$ cat src/rtl/cart_loader_if.sv
// rtl/cart_loader_if.sv - ioctl download stream in, cartridge RAM write port out
interface cart_loader_if #(
    parameter int ADDR_W  = 15,
    parameter int REGIONS = 2
);
    localparam int RW = $clog2(REGIONS);

    logic              ioctl_download;
    logic [7:0]        ioctl_index;
    logic              ioctl_wr;
    logic [24:0]       ioctl_addr;
    logic [7:0]        ioctl_dout;

    logic              mem_we;
    logic [ADDR_W-1:0] mem_addr;
    logic [7:0]        mem_din;
    logic [RW-1:0]     mem_region;

    modport master (
        output ioctl_download, ioctl_index, ioctl_wr, ioctl_addr, ioctl_dout,
        input  mem_we, mem_addr, mem_din, mem_region
    );

    modport slave (
        input  ioctl_download, ioctl_index, ioctl_wr, ioctl_addr, ioctl_dout,
        output mem_we, mem_addr, mem_din, mem_region
    );
endinterface

$ cat src/rtl/cart_loader.sv
// rtl/cart_loader.sv - cartridge image loader from ioctl stream into per-region block RAMs
module cart_loader #(
    parameter int         ADDR_W     = 15,
    parameter int         REGIONS    = 2,
    parameter int         INDEX_BASE = 1,
    parameter int         CLEAR_FILL = 1,
    parameter logic [7:0] FILL_VALUE = 8'hFF
) (
    input  logic                 clk_sys,
    input  logic                 reset,
    cart_loader_if.slave         io,
    input  logic                 cart_eject,
    output logic [ADDR_W:0]      cart_size,
    output logic [REGIONS-1:0]   cart_loaded,
    output logic                 overflow,
    output logic                 busy
);
    localparam int RW = $clog2(REGIONS);

    localparam logic [1:0] S_IDLE = 2'd0;
    localparam logic [1:0] S_LOAD = 2'd1;
    localparam logic [1:0] S_FILL = 2'd2;
    localparam logic [1:0] S_DONE = 2'd3;

    localparam logic [ADDR_W:0] DEPTH = {1'b1, {ADDR_W{1'b0}}};
    localparam logic [ADDR_W:0] LAST  = {1'b0, {ADDR_W{1'b1}}};
    localparam logic [ADDR_W:0] ONE   = 1;

    logic [1:0]      state;
    logic            dl_q;
    logic [RW-1:0]   region;
    logic [ADDR_W:0] fill_ptr;

    logic            rise, fall, in_range, start_ok, addr_ok, accept;
    logic [RW-1:0]   new_region;
    logic [ADDR_W:0] wr_size, size_next;

    assign rise       = io.ioctl_download & ~dl_q;
    assign fall       = ~io.ioctl_download & dl_q;
    assign in_range   = ({1'b0, io.ioctl_index} >= 9'(INDEX_BASE)) &&
                        ({1'b0, io.ioctl_index} <  9'(INDEX_BASE + REGIONS));
    assign new_region = RW'(io.ioctl_index - 8'(INDEX_BASE));
    // A new in-range download may also preempt an unfinished fill.
    assign start_ok   = rise && in_range && (state == S_IDLE || state == S_FILL);

    assign addr_ok    = (io.ioctl_addr[24:ADDR_W] == '0);
    assign accept     = (state == S_LOAD) && io.ioctl_wr && addr_ok;
    assign wr_size    = {1'b0, io.ioctl_addr[ADDR_W-1:0]} + ONE;
    // Size seen by the fall decision includes a byte written on the fall cycle.
    assign size_next  = (accept && (wr_size > cart_size)) ? wr_size : cart_size;

    assign busy = (state != S_IDLE);

    always_ff @(posedge clk_sys or posedge reset) begin
        if (reset) begin
            state         <= S_IDLE;
            dl_q          <= 1'b0;
            region        <= '0;
            fill_ptr      <= '0;
            cart_size     <= '0;
            cart_loaded   <= '0;
            overflow      <= 1'b0;
            io.mem_we     <= 1'b0;
            io.mem_addr   <= '0;
            io.mem_din    <= '0;
            io.mem_region <= '0;
        end else begin
            dl_q      <= io.ioctl_download;
            io.mem_we <= 1'b0;
            if (cart_eject)
                cart_loaded <= '0;

            if (start_ok) begin
                state                   <= S_LOAD;
                region                  <= new_region;
                cart_size               <= '0;
                overflow                <= 1'b0;
                cart_loaded[new_region] <= 1'b0;
            end else begin
                case (state)
                    S_LOAD: begin
                        if (accept) begin
                            io.mem_we     <= 1'b1;
                            io.mem_addr   <= io.ioctl_addr[ADDR_W-1:0];
                            io.mem_din    <= io.ioctl_dout;
                            io.mem_region <= region;
                            cart_size     <= size_next;
                        end else if (io.ioctl_wr && !addr_ok) begin
                            overflow <= 1'b1;
                        end
                        if (fall) begin
                            if (CLEAR_FILL != 0 && size_next < DEPTH) begin
                                state    <= S_FILL;
                                fill_ptr <= size_next;
                            end else begin
                                state <= S_DONE;
                            end
                        end
                    end
                    S_FILL: begin
                        io.mem_we     <= 1'b1;
                        io.mem_addr   <= fill_ptr[ADDR_W-1:0];
                        io.mem_din    <= FILL_VALUE;
                        io.mem_region <= region;
                        fill_ptr      <= fill_ptr + ONE;
                        if (fill_ptr == LAST)
                            state <= S_DONE;
                    end
                    S_DONE: begin
                        // Placed after the eject clear so DONE wins for its own region.
                        cart_loaded[region] <= (cart_size != '0);
                        state               <= S_IDLE;
                    end
                    default: state <= S_IDLE;
                endcase
            end
        end
    end
endmodule

$ cat src/flat_wrapper.sv
// flat-port wrapper written by rule: the top's interface ports become plain ports
module cart_loader_flat 
#(
    parameter int         ADDR_W     = 15,
    parameter int         REGIONS    = 2,
    parameter int         INDEX_BASE = 1,
    parameter int         CLEAR_FILL = 1,
    parameter logic [7:0] FILL_VALUE = 8'hFF
)
  (clk_sys, reset, cart_eject, cart_size, cart_loaded, overflow, busy, io_ioctl_download, io_ioctl_index, io_ioctl_wr, io_ioctl_addr, io_ioctl_dout, io_mem_we, io_mem_addr, io_mem_din, io_mem_region);
  cart_loader_if #(.ADDR_W(ADDR_W), .REGIONS(REGIONS)) io_i ();
  input  logic clk_sys;
  input  logic reset;
  input  logic cart_eject;
  output logic [ADDR_W:0] cart_size;
  output logic [REGIONS-1:0] cart_loaded;
  output logic overflow;
  output logic busy;
  input wire logic [$bits(io_i.ioctl_download)-1:0] io_ioctl_download;
  input wire logic [$bits(io_i.ioctl_index)-1:0] io_ioctl_index;
  input wire logic [$bits(io_i.ioctl_wr)-1:0] io_ioctl_wr;
  input wire logic [$bits(io_i.ioctl_addr)-1:0] io_ioctl_addr;
  input wire logic [$bits(io_i.ioctl_dout)-1:0] io_ioctl_dout;
  output wire logic [$bits(io_i.mem_we)-1:0] io_mem_we;
  output wire logic [$bits(io_i.mem_addr)-1:0] io_mem_addr;
  output wire logic [$bits(io_i.mem_din)-1:0] io_mem_din;
  output wire logic [$bits(io_i.mem_region)-1:0] io_mem_region;
  assign io_i.ioctl_download = io_ioctl_download;
  assign io_i.ioctl_index = io_ioctl_index;
  assign io_i.ioctl_wr = io_ioctl_wr;
  assign io_i.ioctl_addr = io_ioctl_addr;
  assign io_i.ioctl_dout = io_ioctl_dout;
  assign io_mem_we = io_i.mem_we;
  assign io_mem_addr = io_i.mem_addr;
  assign io_mem_din = io_i.mem_din;
  assign io_mem_region = io_i.mem_region;
  cart_loader #(.ADDR_W(ADDR_W), .REGIONS(REGIONS), .INDEX_BASE(INDEX_BASE), .CLEAR_FILL(CLEAR_FILL), .FILL_VALUE(FILL_VALUE)) u_core (.clk_sys(clk_sys), .reset(reset), .io(io_i), .cart_eject(cart_eject), .cart_size(cart_size), .cart_loaded(cart_loaded), .overflow(overflow), .busy(busy));
endmodule
$ cat config.mk
export PLATFORM = sky130hd
export DESIGN_NAME = cart_loader_flat
export DESIGN_NICKNAME = d
export VERILOG_FILES = /design/src/rtl/cart_loader_if.sv /design/src/rtl/cart_loader.sv /design/src/flat_wrapper.sv
export SDC_FILE = /design/constraint.sdc
export NUM_CORES = 1
export LEC_CHECK = 0
export CORE_MARGIN = 2
export CORE_UTILIZATION = 51
export DETAILED_ROUTE_END_ITERATION = 12
export PLACE_DENSITY = 0.9
export SYNTH_ARGS = -nofsm -noshare
export SYNTH_HDL_FRONTEND = slang
export SYNTH_SLANG_ARGS = --single-unit
$ cat constraint.sdc
create_clock -name clk_sys -period 3.2 [get_ports clk_sys]
set_clock_uncertainty 0.2 [all_clocks]
set_input_delay 0.64 -clock clk_sys [delete_from_list [all_inputs] [get_ports clk_sys]]
set_output_delay 0.64 -clock clk_sys [all_outputs]
set_load 0.02 [all_outputs]
# Yosys cells after proc, flatten, opt, wreduce, memory -nomap -nowiden
# Index checks and enable logic that the tools add are counted.
word_totals:
  register_bits: 64
  output_inout_bits: 45
classes:
  n_addsub: 3
  order_cmp: 8
  eq_ne: 10
  mux: 33
  n_bitwise: 7
  reduce_logical: 24
ops:
  columns: ["cell", "n"]
  rows:
  - ["2-to-1 mux 16 bit", 6]
  - ["case mux 16 bit (2 select lines)", 1]
  - ["case mux 15 bit (2 select lines)", 1]
  - ["adder 15 x 1 -> 16 bit, second input constant", 1]
  - ["adder 16 x 1 -> 16 bit, second input constant", 1]
  - ["equality test 16 x 15 -> 1 bit, second input constant", 1]
  - ["> comparator 16 bit", 1]
  - ["< comparator 16 bit, second input constant", 1]
  - ["case mux 8 bit (2 select lines)", 1]
  - ["nonzero test 16 bit", 1]
  - ["2-to-1 mux 15 bit", 1]
  - ["2-to-1 mux 2 bit", 6]
  - ["logical NOT 10 bit", 1]
  - ["2-to-1 mux 1 bit", 10]
  - ["nonzero test 2 bit", 5]
  - ["logical AND 1 bit", 9]
  - [">= comparator 8 x 1 -> 1 bit, second input constant", 1]
  - ["< comparator 8 x 2 -> 1 bit, second input constant", 1]
  - ["2-to-1 mux 8 bit", 1]
  - ["inequality test 2 x 1 -> 1 bit, second input constant", 3]
  - ["AND reduction 3 bit", 2]
  - ["equality test 2 bit, second input constant", 2]
  - ["< comparator 1 x 2 -> 1 bit, second input constant", 2]
  - ["case mux 1 bit (2 select lines)", 2]
  - ["other kinds (18)", 24]

# Depth between registers and ports, before layout
# Gate-level depths: netlist of run 1.
depth:
  word_depth: 10
  depth_mapped: 14
  mapped_depth_nobuf: 13

# Worst setup path before layout of run 1
# OpenSTA, ideal clock, no wires.
synth_path:
  path_kind: "input -> register"
  start: "in io_ioctl_addr[0]"
  end: "reg u_core.fill_ptr[9]"
  setup_ps: 121
  arrival_time_ps: 3569
  setup_slack_ps: -690
  path_stages: 14
  path_buffers: 1
  cell_sequence: "ha_1 > nand3_1 > or2_1 > nor3_1 > xor2_1 > ha_1 > nand4_2 > nor3_1 > a211o_1 > o31ai_4 > buf_6 > mux2i_1 > o32ai_1 > a22o_1"
synth_via:
  elab_chain_cells: 7
  elab_cells_between_ends: 10
  classes_between: "add/sub: 1; order compare: 2; eq/ne: 1; mux: 4; reduce/logical: 2"
synth_rtl:
  columns: ["item", "line_no", "rtl"]
  rows:
  - ["start, declared", "flat_wrapper.sv:22", "input wire logic [$bits(io_i.ioctl_addr)-1:0] io_ioctl_addr;"]
  - ["adder 15 x 1 -> 16 bit *", "cart_loader.sv:48", "assign wr_size = {1'b0, io.ioctl_addr[ADDR_W-1:0]} + ONE;"]
  - ["> comparator 16 bit", "cart_loader.sv:50", "assign size_next = (accept && (wr_size > cart_size)) ? wr_size : cart_size;"]
  - ["logical AND 1 bit", "cart_loader.sv:50", null]
  - ["2-to-1 mux 16 bit *", "cart_loader.sv:50", null]
  - ["< comparator 16 bit or 2-to-1 mux 16 bit (tied branches)", "cart_loader.sv:92", "if (CLEAR_FILL != 0 && size_next < DEPTH) begin"]
  - ["inequality test 2 bit (no line) or 2-to-1 mux 16 bit (tied branches)", null, null]
  - ["AND reduction 4 bit (no line) or case mux 16 bit (2 select lines) (tied branches)", null, null]
  - ["end signal, assigned", "cart_loader.sv:94", "fill_ptr <= size_next;"]
  - ["end signal, assigned", "cart_loader.sv:105", "fill_ptr <= fill_ptr + ONE;"]
  - ["end, declared", "cart_loader.sv:32", "logic [ADDR_W:0] fill_ptr;"]
# Mark *: on every way between the ends. The rest lies on a longest branch, timed or not. The select of a mux whose other input is x is not followed.
# A chain may end at the register's enable or synchronous reset.

# Final worst setup path of run 1
layout_path:
  start: "in io_ioctl_addr[0]"
  end: "reg u_core.fill_ptr[13]"
# The elaborated chain is that of the path after synthesis.

==> run_results.csv, run 1 <==
group,metric,value,unit
clock_network,clkLatencyLatePin,360,ps
global_route,grt.overflow.total,0,
drt,vias_per_cell,6.72,
power,vdd_drop_max,0.000304,V
synth,synth_fp_nets,507,
synth,synth_top_flop_cell,"dfrtp_1",
final_layout,layout.nets,686,
synth,synth_compound_area_share,17.2,%
synth,yosysUniqueCellTypes,56,
clock_network,clk_transition_reported_paths,80,ps
power,power.share.clock,37.9,%
synth,synth_warnings,0,
drt,vias,4868,
global_route,grt_pass1_wl,23300,um
setup_path,critPathLaunchType,"primary input",
synth,synthXorXnorAreaFrac,3.10,%
synth,synth-simple-area-share,19.6,%
power,switchingPower,0.520,mW
placement,io_buffers,90,
synth,async_flop_share,100,%
floorplan,core,7610,um2
sta,hold_viol,0,
synth,synth_top_family_by_area,"simple AND/OR/NAND/NOR gates",
drt,wl_per_cell,25.3,um
global_route,antenna_found_initial,0,
synth,synth_area_per_cell,9.04,um2
final_layout,layout-drive-gt1-share,31.2,%
clock_network,cts_max_level,3,
synth,synth_most_common_cell,"dfrtp_1",
synth,synth_area_leaders,"dfrtp_1, ha_1, mux2i_1",
run_status,violations,"negative setup slack",
final_layout,fillers,335,
run_status,status,"finished with violations",
synth,synth_top_area_share,40.5,%
floorplan,rows,32,
power,pwr-share-comb,15.1,%
floorplan,io_pins,91,
global_route,grt.total_usage,35.7,%
floorplan,dieArea,8480,um2
sta,fmax,256,MHz
job,drv_cap,0,
sta,slew_headroom,53.5,%
synth,synth_edf_count,0,
floorplan,die_h,92.1,um
setup_path,criticalPathCategory,"in2reg",
placement,dp_hpwl,9070,um
floorplan,die_x,92.1,um
synth,yosysSeqAreaShare,40.5,%
power,power_density,269,nW/um2
synth,synth_cells,438,
drt,postRouteWirelength,18300,um
power,p_leak,2.78,nW
drt,final_antenna_net_count,0,
drt,drc_errors,0,
worst_hold_path,min-delay-path-class,"reg2reg",
synth,ys_ff_latch,64,
synth,synth_largest_area_cell,"dfrtp_1",
clock_network,numCtsBuffers,9,
synth,syn_area,3960,um2
sta,setup_viol,33,
synth,synthAdderAreaFrac,7.27,%
global_route,grt_max_degree,50,
power,switching_share,29.9,%
sta,period_share,122,%
clock_network,cts_sinks,64,
clock_network,cts_tree,"yes",
sta,fin_crit,3910,ps
power,seqPwrFrac,47.0,%
final_layout,diodes,0,
final_layout,area_growth,63.7,%
synth,synth_common_cells,"dfrtp_1, nor2_1, a21oi_1",
drt,drtPass1Iterations,7,
placement,dpl.cell_count,679,
sta,slew_viol_final,0,
floorplan,start_util,52.0,%
placement,gp_congestion,0.941,
global_route,first_global_vias,4406,
power,fin_total_pwr,1.74,mW
drt,first_iter_violations,803,
final_layout,final_cells,724,
sta,worst_pin_slew,696,ps
setup_path,worstPathArrival,3960,ps
sta,rsz0062_at_grt,"true",
setup_path,critPathMaxFanout,6,
placement,dp_slack,-1740,ps
setup_path,cp-end-kind,"register",
setup_path,required,3240,ps
power,power.internal,1.22,mW
synth,synth_mux_area_share,7.93,%
clock_network,cts_buffer_depth,2,
sta,setup_tns,-17900,ps
clock_network,cts_root_buf,"clkbuf_8",
sta,setup_slack,-713,ps
## worst max-delay path, stage by stage
cell	delay [ps]
buf_6	100
buf_4	120
and4_1	240
nand2_1	100
xnor2_1	370
ha_1	350
a21oi_1	150
o21ai_1	120
a211o_1	340
buf_6	140
o311a_4	380
o31ai_4	260
buf_6	180
buf_6	150
a21oi_1	80
a21oi_1	220
## per-stage QoR
stage / utilization, % / instance area (um2) / hold slack (ps)
after floorplan: - / 4000 / 281
after CTS: 80.4 / 6110 / 317
after global placement: 71.9 / 5470 / 277
final: 85.2 / 6480 / 313
after detailed placement: 71.9 / 5470 / 299
after global routing: 85.2 / 6480 / 362
## path summary, 6_finish.rpt
| kind | start | cells past startpoint | to | slack [ps] |
|---|---|---|---|---|
| max | io_ioctl_addr[0] | 16 | u_core.fill_ptr[13] | -710 |
| min | u_core.io.mem_region | 1 | u_core.io.mem_region | 310 |
| max reg2reg | u_core.cart_size[10] | 12 | u_core.fill_ptr[13] | -80 |
| min reg2reg | u_core.io.mem_region | 1 | u_core.io.mem_region | 310 |
| max in group asynchronous | reset | 3 | u_core.io.mem_din[6] | 1610 |
| min in group asynchronous | reset | 2 | u_core.cart_size[6] | 510 |
## layout make-up
| class | instances | area [um2] | area share (%) |
|---|---|---|---|
| clock buffers | 9 | 124 | 1.91 |
| clock inverters | 7 | 48.8 | 0.753 |
| inverters | 25 | 93.8 | 1.45 |
| multi-input cells | 331 | 2690 | 41.5 |
| flip-flops and latches | 64 | 1600 | 24.7 |
| well taps | 102 | 128 | 1.97 |
| repair buffers | 186 | 1790 | 27.7 |
## flip-flops by register name, indices dropped and copies added, names as in the netlist
| register | count |
|---|---|
| u_core.region | 1 |
| u_core.state | 2 |
| u_core.io.mem_region | 1 |
| u_core.io.mem_din | 8 |
| u_core.io.mem_addr | 15 |
| u_core.overflow | 1 |
| u_core.dl_q | 1 |
| u_core.cart_loaded | 2 |
| u_core.fill_ptr | 16 |
| u_core.io.mem_we | 1 |
| u_core.cart_size | 16 |
## power by group through the flow
stage | clock, mW | sequential (mW) | combinational (mW)
2_1_floorplan | 0 | 0.837 | 0.0707
3_3_place_gp | 0 | 0.834 | 0.192
3_5_place_dp | 0 | 0.834 | 0.200
4_1_cts | 0.627 | 0.818 | 0.220
5_1_grt | 0.677 | 0.820 | 0.273
6_report | 0.660 | 0.820 | 0.263
## repair_timing
| action | 4_1_cts | 5_1_grt |
|---|---|---|
| pin swaps | 19 | 30 |
| gates cloned | 1 | 1 |
| endpoints found under the setup margin | 33 | 33 |
| gates resized for setup | 118 | 47 |
| buffers inserted | 16 | 14 |
| hold buffers | 0 | 0 |
## cell usage in the layout (no fill, tap or decap), types with 5 or more instances in the layout
cell and count:
a21oi_2 9, dfrtp_1 64, a21oi_1 39, ha_1 18
mux2i_1 14, buf_4 64, o21ai_1 7, mux2i_4 14
nor4_1 8, clkbuf_8 9, nand4_1 12, nand2_1 32
nor2_1 54, a22o_1 5, clkdlybuf4s50_1 76, nand3_1 8
dlygate4sd2_1 6, inv_1 24, buf_6 32, o21ai_0 8
nor2_2 5
## kinds of logic after synthesis
kind of cell    after synthesis
simple gates                162
compound gates              101
flops                        64
buf+inv                      43
mux                          31
fa+ha+maj                    23
xor+xnor                     14
## metal layers
layer / up-vias / global-route usage [%] / share of wire [%]
met5: - / 0 / 0
met1: 2310 / 45.4 / 35
met4: 0 / 16.5 / 7.7
li1: 1927 / - / -
met3: 162 / 8.55 / 13
met2: 469 / 57.8 / 45
Power figures use the tool's default switching activity.
==> run 2, diff against run 1 <==
Settings changed: TNS_END_PERCENT set to 5.
==> run 2 against run 1 <==
Against the previous run: via count decreased by 1.6%; clock power increased by 4.1%; sequential power about the same; critical path type unchanged; the flow still finishes with violations (negative setup slack); power increased by 3.2%.
==> run_results.csv, run 2 (synthesis gave the netlist of run 1 again) <==
group,metric,value,unit
floorplan,io_pins,91,
floorplan,dieArea,8480,um2
final_layout,area_growth,61.2,%
setup_path,criticalPathCategory,"in2reg",
sta,worst_pin_slew,773,ps
final_layout,final_common_cell,"clkdlybuf4s50_1",
final_layout,final_cell_mix,"clkdlybuf4s50_1, dfrtp_1, buf_4",
setup_path,cp_top_family,"compound AO/OA/AOI/OAI gates",
drt,drc_errors,0,
power,power_density,282,nW/um2
clock_network,cts_tree,"yes",
clock_network,ctsHoldBuffers,0,
job,drv_cap,0,
clock_network,clkLatencyLatePin,370,ps
sta,period_share,123,%
drt,wl_per_cell,24.9,um
setup_path,worstPathArrival,3990,ps
sta,setup_tns,-17840,ps
setup_path,critPathMaxFanout,6,
placement,dp_hpwl,8790,um
clock_network,cts_root_buf,"clkbuf_8",
worst_hold_path,hold_start,"u_core.io.mem_region",
setup_path,slowest_delay,410,ps
run_status,violations,"negative setup slack",
floorplan,rows,32,
setup_path,worst_r2r_path_depth,11,
clock_network,cts_buffer_depth,2,
setup_path,r2r_end,"u_core.fill_ptr[5]",
sta,fmax,255,MHz
final_layout,layout-drive-gt1-share,29.8,%
drt,vias,4789,
sta,rsz0062_at_grt,"true",
worst_hold_path,min-delay-path-class,"reg2reg",
worst_hold_path,whs_path_depth,1,
power,p_leak,2.77,nW
sta,fin_crit,3930,ps
final_layout,diodes,0,
drt,final_antenna_net_count,0,
global_route,grt_pass1_wl,22900,um
placement,io_buffers,90,
sta,slew_headroom,48.3,%
placement,dpl.cell_count,659,
final_layout,layout.nets,674,
floorplan,start_util,52.0,%
power,fin_total_pwr,1.80,mW
setup_path,critPathLaunchType,"primary input",
placement,place_area,5350,um2
drt,postRouteWirelength,17700,um
drt,vias_per_cell,6.73,
floorplan,die_x,92.1,um
global_route,antenna_found_initial,0,
setup_path,r2r_slack,-150,ps
drt,drtPass1Iterations,8,
global_route,first_global_vias,4407,
setup_path,path_buf_inv,2,
final_layout,biggestRegsByFlops,"u_core.cart_size (16), u_core.fill_ptr (16), u_core.io.mem_addr (15)",
clock_network,cts_sinks,64,
placement,gp_congestion,0.940,
setup_path,path_cells,"buf_8 > ha_4 > nand3_2 > or2_4 > nor3_4 > xor2_2 > ha_4 > nand4_4 > nor3_4 > a211o_4 > o31ai_4 > clkbuf_16 > mux2i_1 > o21ai_1 > a22o_1",
final_layout,utilization,83.9,%
run_status,status,"finished with violations",
global_route,grt.total_usage,35.1,%
clock_network,numCtsBuffers,9,
setup_path,required,3260,ps
global_route,grt.overflow.total,0,
power,vdd_drop_max,0.000280,V
drt,first_iter_violations,672,
sta,slew_viol_final,0,
final_layout,final_cells,712,
global_route,grt_max_degree,50,
setup_path,reg2reg_from,"u_core.cart_size[15]",
final_layout,fin_area,6380,um2
worst_hold_path,hold_end,"u_core.io.mem_region",
clock_network,cts_max_level,3,
floorplan,core,7610,um2
setup_path,crit_slowest_cell,"o31ai_4",
sta,hold_viol,0,
setup_path,cp-end-kind,"register",
floorplan,die_h,92.1,um
final_layout,fillers,364,
sta,setup_slack,-725,ps
sta,setup_viol,37,
clock_network,clk_transition_reported_paths,90,ps
run 2: changes by cell type in the layout (fill, tap and decap cells not counted), moves of 3 or more:
cell / change
buf_4: -6
buf_6: -6
mux2i_4: -6
mux2i_1: +5
dlygate4sd2_1: -4
nand2_2: -3
run 2: worst register-to-register path: stages (launching register included):
cell     delay, ps
dfrtp_1        460
inv_1          160
ha_1           400
nand4_4        190
or4_4          530
a21oi_4        230
o31ai_4        130
buf_12         200
buf_12         140
mux2i_2        170
a32o_1         250
a21oi_1        200
run 2: power breakdown:
| part | switching (mW) | internal, mW |
|---|---|---|
| registers | 0.00582 | 0.814 |
| logic | 0.144 | 0.149 |
| clock network | 0.383 | 0.303 |
| total | 0.533 | 1.27 |
run 2: final cells by class:
type	instances	area, um2	share of cell area, %
multi-input combinational	331	2670	41.8
clock inverter	6	43.8	0.686
inverter	25	93.8	1.47
timing repair buffer	174	1710	26.8
sequential	64	1600	25.1
tap	102	128	2.00
clock buffer	10	138	2.16
run 2: layer usage:
layer | vias to the layer above | global-route usage [%] | share of wire, % | wire length [um]
met5 | - | 0 | 0 | 0
met2 | 504 | 58.3 | 46 | 8070
met4 | 0 | 16.4 | 7.1 | 1260
li1 | 1910 | - | - | -
met1 | 2222 | 43.5 | 35 | 6270
met3 | 153 | 8.13 | 12 | 2120
run 2: worst max-delay path by stage:
| stage | from | endpoint | slack [ps] | cells after the start |
|---|---|---|---|---|
| after floorplan | io_ioctl_addr[5] | u_core.state[0] | -390 | 11 |
| after global placement | io_ioctl_addr[0] | u_core.fill_ptr[2] | -1170 | 13 |
| after detailed placement | io_ioctl_addr[0] | u_core.fill_ptr[2] | -1340 | 13 |
| after CTS | io_ioctl_addr[6] | u_core.fill_ptr[5] | -460 | 15 |
| after global routing | io_ioctl_addr[5] | u_core.fill_ptr[2] | -770 | 14 |
| final | io_ioctl_addr[0] | u_core.fill_ptr[10] | -730 | 15 |
run 2: through the flow:
stage	worst slack (ps)	hold slack [ps]
after CTS	-455	311
after floorplan	-394	281
after detailed placement	-1340	295
after global routing	-770	327
final	-725	310
after global placement	-1170	277
run 2: timing repair:
item                                    in CTS  in global routing
pin swaps                                   14                 40
endpoints found under the setup margin      33                 35
buffers inserted                            24                 11
gates cloned                                 2                  1
resized for setup                           88                 66
==> run 3, diff against run 2 <==
--- a/config.mk
+++ b/config.mk
@@ -6,8 +6,10 @@
 export NUM_CORES = 1
 export LEC_CHECK = 0
+export CELL_PAD_IN_SITES_DETAIL_PLACEMENT = 1
+export CELL_PAD_IN_SITES_GLOBAL_PLACEMENT = 2
 export CORE_MARGIN = 2
-export CORE_UTILIZATION = 51
+export CORE_UTILIZATION = 30
 export DETAILED_ROUTE_END_ITERATION = 12
-export PLACE_DENSITY = 0.9
+export PLACE_DENSITY = 0.89
 export SYNTH_ARGS = -nofsm -noshare
 export SYNTH_HDL_FRONTEND = slang
--- a/constraint.sdc
+++ b/constraint.sdc
@@ -3,3 +3,3 @@
 set_input_delay 0.64 -clock clk_sys [delete_from_list [all_inputs] [get_ports clk_sys]]
 set_output_delay 0.64 -clock clk_sys [all_outputs]
-set_load 0.02 [all_outputs]
+set_load 0.05 [all_outputs]
==> run 3 against run 2 <==
Against the previous run: the run still ends with negative setup slack left; register-to-register slack better by 20 ps; global-route usage is 11 points lower; clock power is 50% higher; final cell count is 13% higher; via count is 9.3% lower.
==> run_results.csv, run 3 (synthesis gave the netlist of run 1 again) <==
group,metric,value,unit
drt,postRouteWirelength,17300,um
sta,hold_slack,298,ps
job,drv_cap,0,
clock_network,ctsHoldBuffers,0,
setup_path,critPathMaxFanout,7,
global_route,first_global_vias,4834,
setup_path,required,3240,ps
floorplan,die_x,119,um
placement,dp_hpwl,10700,um
final_layout,final_common_cell,"buf_4",
floorplan,die_h,119,um
sta,setup_viol,33,
worst_hold_path,min-delay-path-class,"reg2reg",
power,p_leak,2.88,nW
global_route,grt_pass1_wl,26800,um
sta,setup_slack,-803,ps
final_layout,fin_area,6530,um2
power,switching_share,24.9,%
setup_path,cpMostUsedCell,"buf_4",
final_layout,final_cell_mix,"buf_4, clkdlybuf4s50_1, dfrtp_1",
drt,vias,4342,
power,power.internal,1.59,mW
power,seqPwrFrac,38.7,%
final_layout,layout.nets,698,
power,fin_total_pwr,2.12,mW
power,vdd_drop_max,0.000184,V
clock_network,clk_transition_reported_paths,60,ps
sta,fmax,250,MHz
setup_path,worstPathArrival,4040,ps
clock_network,cts_root_buf,"clkbuf_16",
power,switchingPower,0.529,mW
global_route,grt.total_usage,24.6,%
clock_network,clkLatencyLatePin,350,ps
sta,worst_pin_slew,991,ps
final_layout,diodes,0,
setup_path,critPathLaunchType,"primary input",
setup_path,slowest_delay,540,ps
drt,first_iter_violations,258,
clock_network,cts_max_level,3,
sta,period_share,125,%
sta,fin_crit,4000,ps
clock_network,cts_tree,"yes",
sta,hold_viol,0,
drt,drtPass1Iterations,4,
setup_path,crit_slowest_cell,"or4_4",
setup_path,cp_top_family,"simple AND/OR/NAND/NOR gates",
floorplan,start_util,31.0,%
power,power.share.clock,48.7,%
drt,wl_per_cell,21.5,um
final_layout,layout-drive-gt1-share,28.7,%
final_layout,utilization,51.2,%
sta,slew_viol_final,0,
clock_network,cts_sinks,64,
floorplan,rows,41,
placement,gp_congestion,0.924,
setup_path,path_cells,"buf_4 > nand4_1 > buf_4 > nor2_1 > nand2_1 > xnor2_2 > ha_1 > nand2_1 > buf_4 > or4_4 > a21oi_4 > buf_6 > o41ai_4 > o31ai_4 > buf_4 > buf_12 > o21ai_1 > a22o_1",
final_layout,area_growth,65.0,%
run_status,violations,"negative setup slack",
global_route,grt.overflow.total,0,
sta,setup_tns,-21030,ps
drt,drc_errors,0,
setup_path,criticalPathCategory,"in2reg",
placement,io_buffers,90,
power,power_density,325,nW/um2
floorplan,dieArea,14100,um2
drt,vias_per_cell,5.39,
floorplan,io_pins,91,
placement,place_area,5620,um2
setup_path,path_buf_inv,6,
clock_network,numCtsBuffers,9,
sta,rsz0062_at_grt,"true",
drt,final_antenna_net_count,0,
clock_network,cts_buffer_depth,2,
final_layout,biggestRegsByFlops,"u_core.cart_size (16), u_core.fill_ptr (16), u_core.io.mem_addr (15)",
power,pwr-share-comb,12.7,%
sta,slew_headroom,33.8,%
global_route,grt_max_degree,49,
run_status,status,"finished with violations",
floorplan,core,12800,um2
global_route,antenna_found_initial,0,
setup_path,cp-end-kind,"register",
[run 3: power by group through the flow]
stage	clock, mW	combinational (mW)	sequential, mW
final	1.03	0.269	0.820
after global routing	1.07	0.285	0.821
after CTS	1.05	0.249	0.820
after detailed placement	0	0.216	0.834
after global placement	0	0.207	0.834
after floorplan	0	0.0700	0.843
[run 3: repair_timing]
action,in CTS,in global routing
resized for setup,99,17
pin swaps,24,13
buffers inserted,32,2
setup endpoints to repair,33,39
gates cloned,2,0
[run 3: per-stage QoR]
step | setup slack (ps) | cells
6_report | -803 | 806
3_5_place_dp | -1680 | 754
4_1_cts | -562 | 804
2_1_floorplan | -394 | 438
3_3_place_gp | -1540 | 754
5_1_grt | -913 | 806
[run 3: layout make-up]
type	count	area, um2
fill	1417	6240
multi-input combinational	331	2480
inverter	25	93.8
sequential	64	1600
clock buffer	13	260
clock inverter	3	40.0
tap	172	215
timing repair buffer	198	1840
[run 3: per-layer routing]
| layer | up-vias | track usage, % | part of all wire, % |
|---|---|---|---|
| li1 | 1946 | - | - |
| met1 | 2196 | 28.5 | 41 |
| met3 | 56 | 5.46 | 5.5 |
| met4 | 0 | 12.8 | 4.3 |
| met5 | - | 0 | 0 |
| met2 | 144 | 42.5 | 49 |
[run 3: path summary, 6_finish.rpt]
| check | startpoint | end | slack [ps] | cells past startpoint |
|---|---|---|---|---|
| min in group asynchronous | reset | u_core.fill_ptr[15] | 510 | 2 |
| setup reg to reg | u_core.cart_size[10] | u_core.fill_ptr[2] | -130 | 13 |
| max in group asynchronous | reset | u_core.cart_size[5] | 1620 | 3 |
| setup / recovery | io_ioctl_addr[1] | u_core.fill_ptr[2] | -800 | 18 |
| hold / removal | u_core.io.mem_region | u_core.io.mem_region | 300 | 1 |
| hold reg to reg | u_core.io.mem_region | u_core.io.mem_region | 300 | 1 |
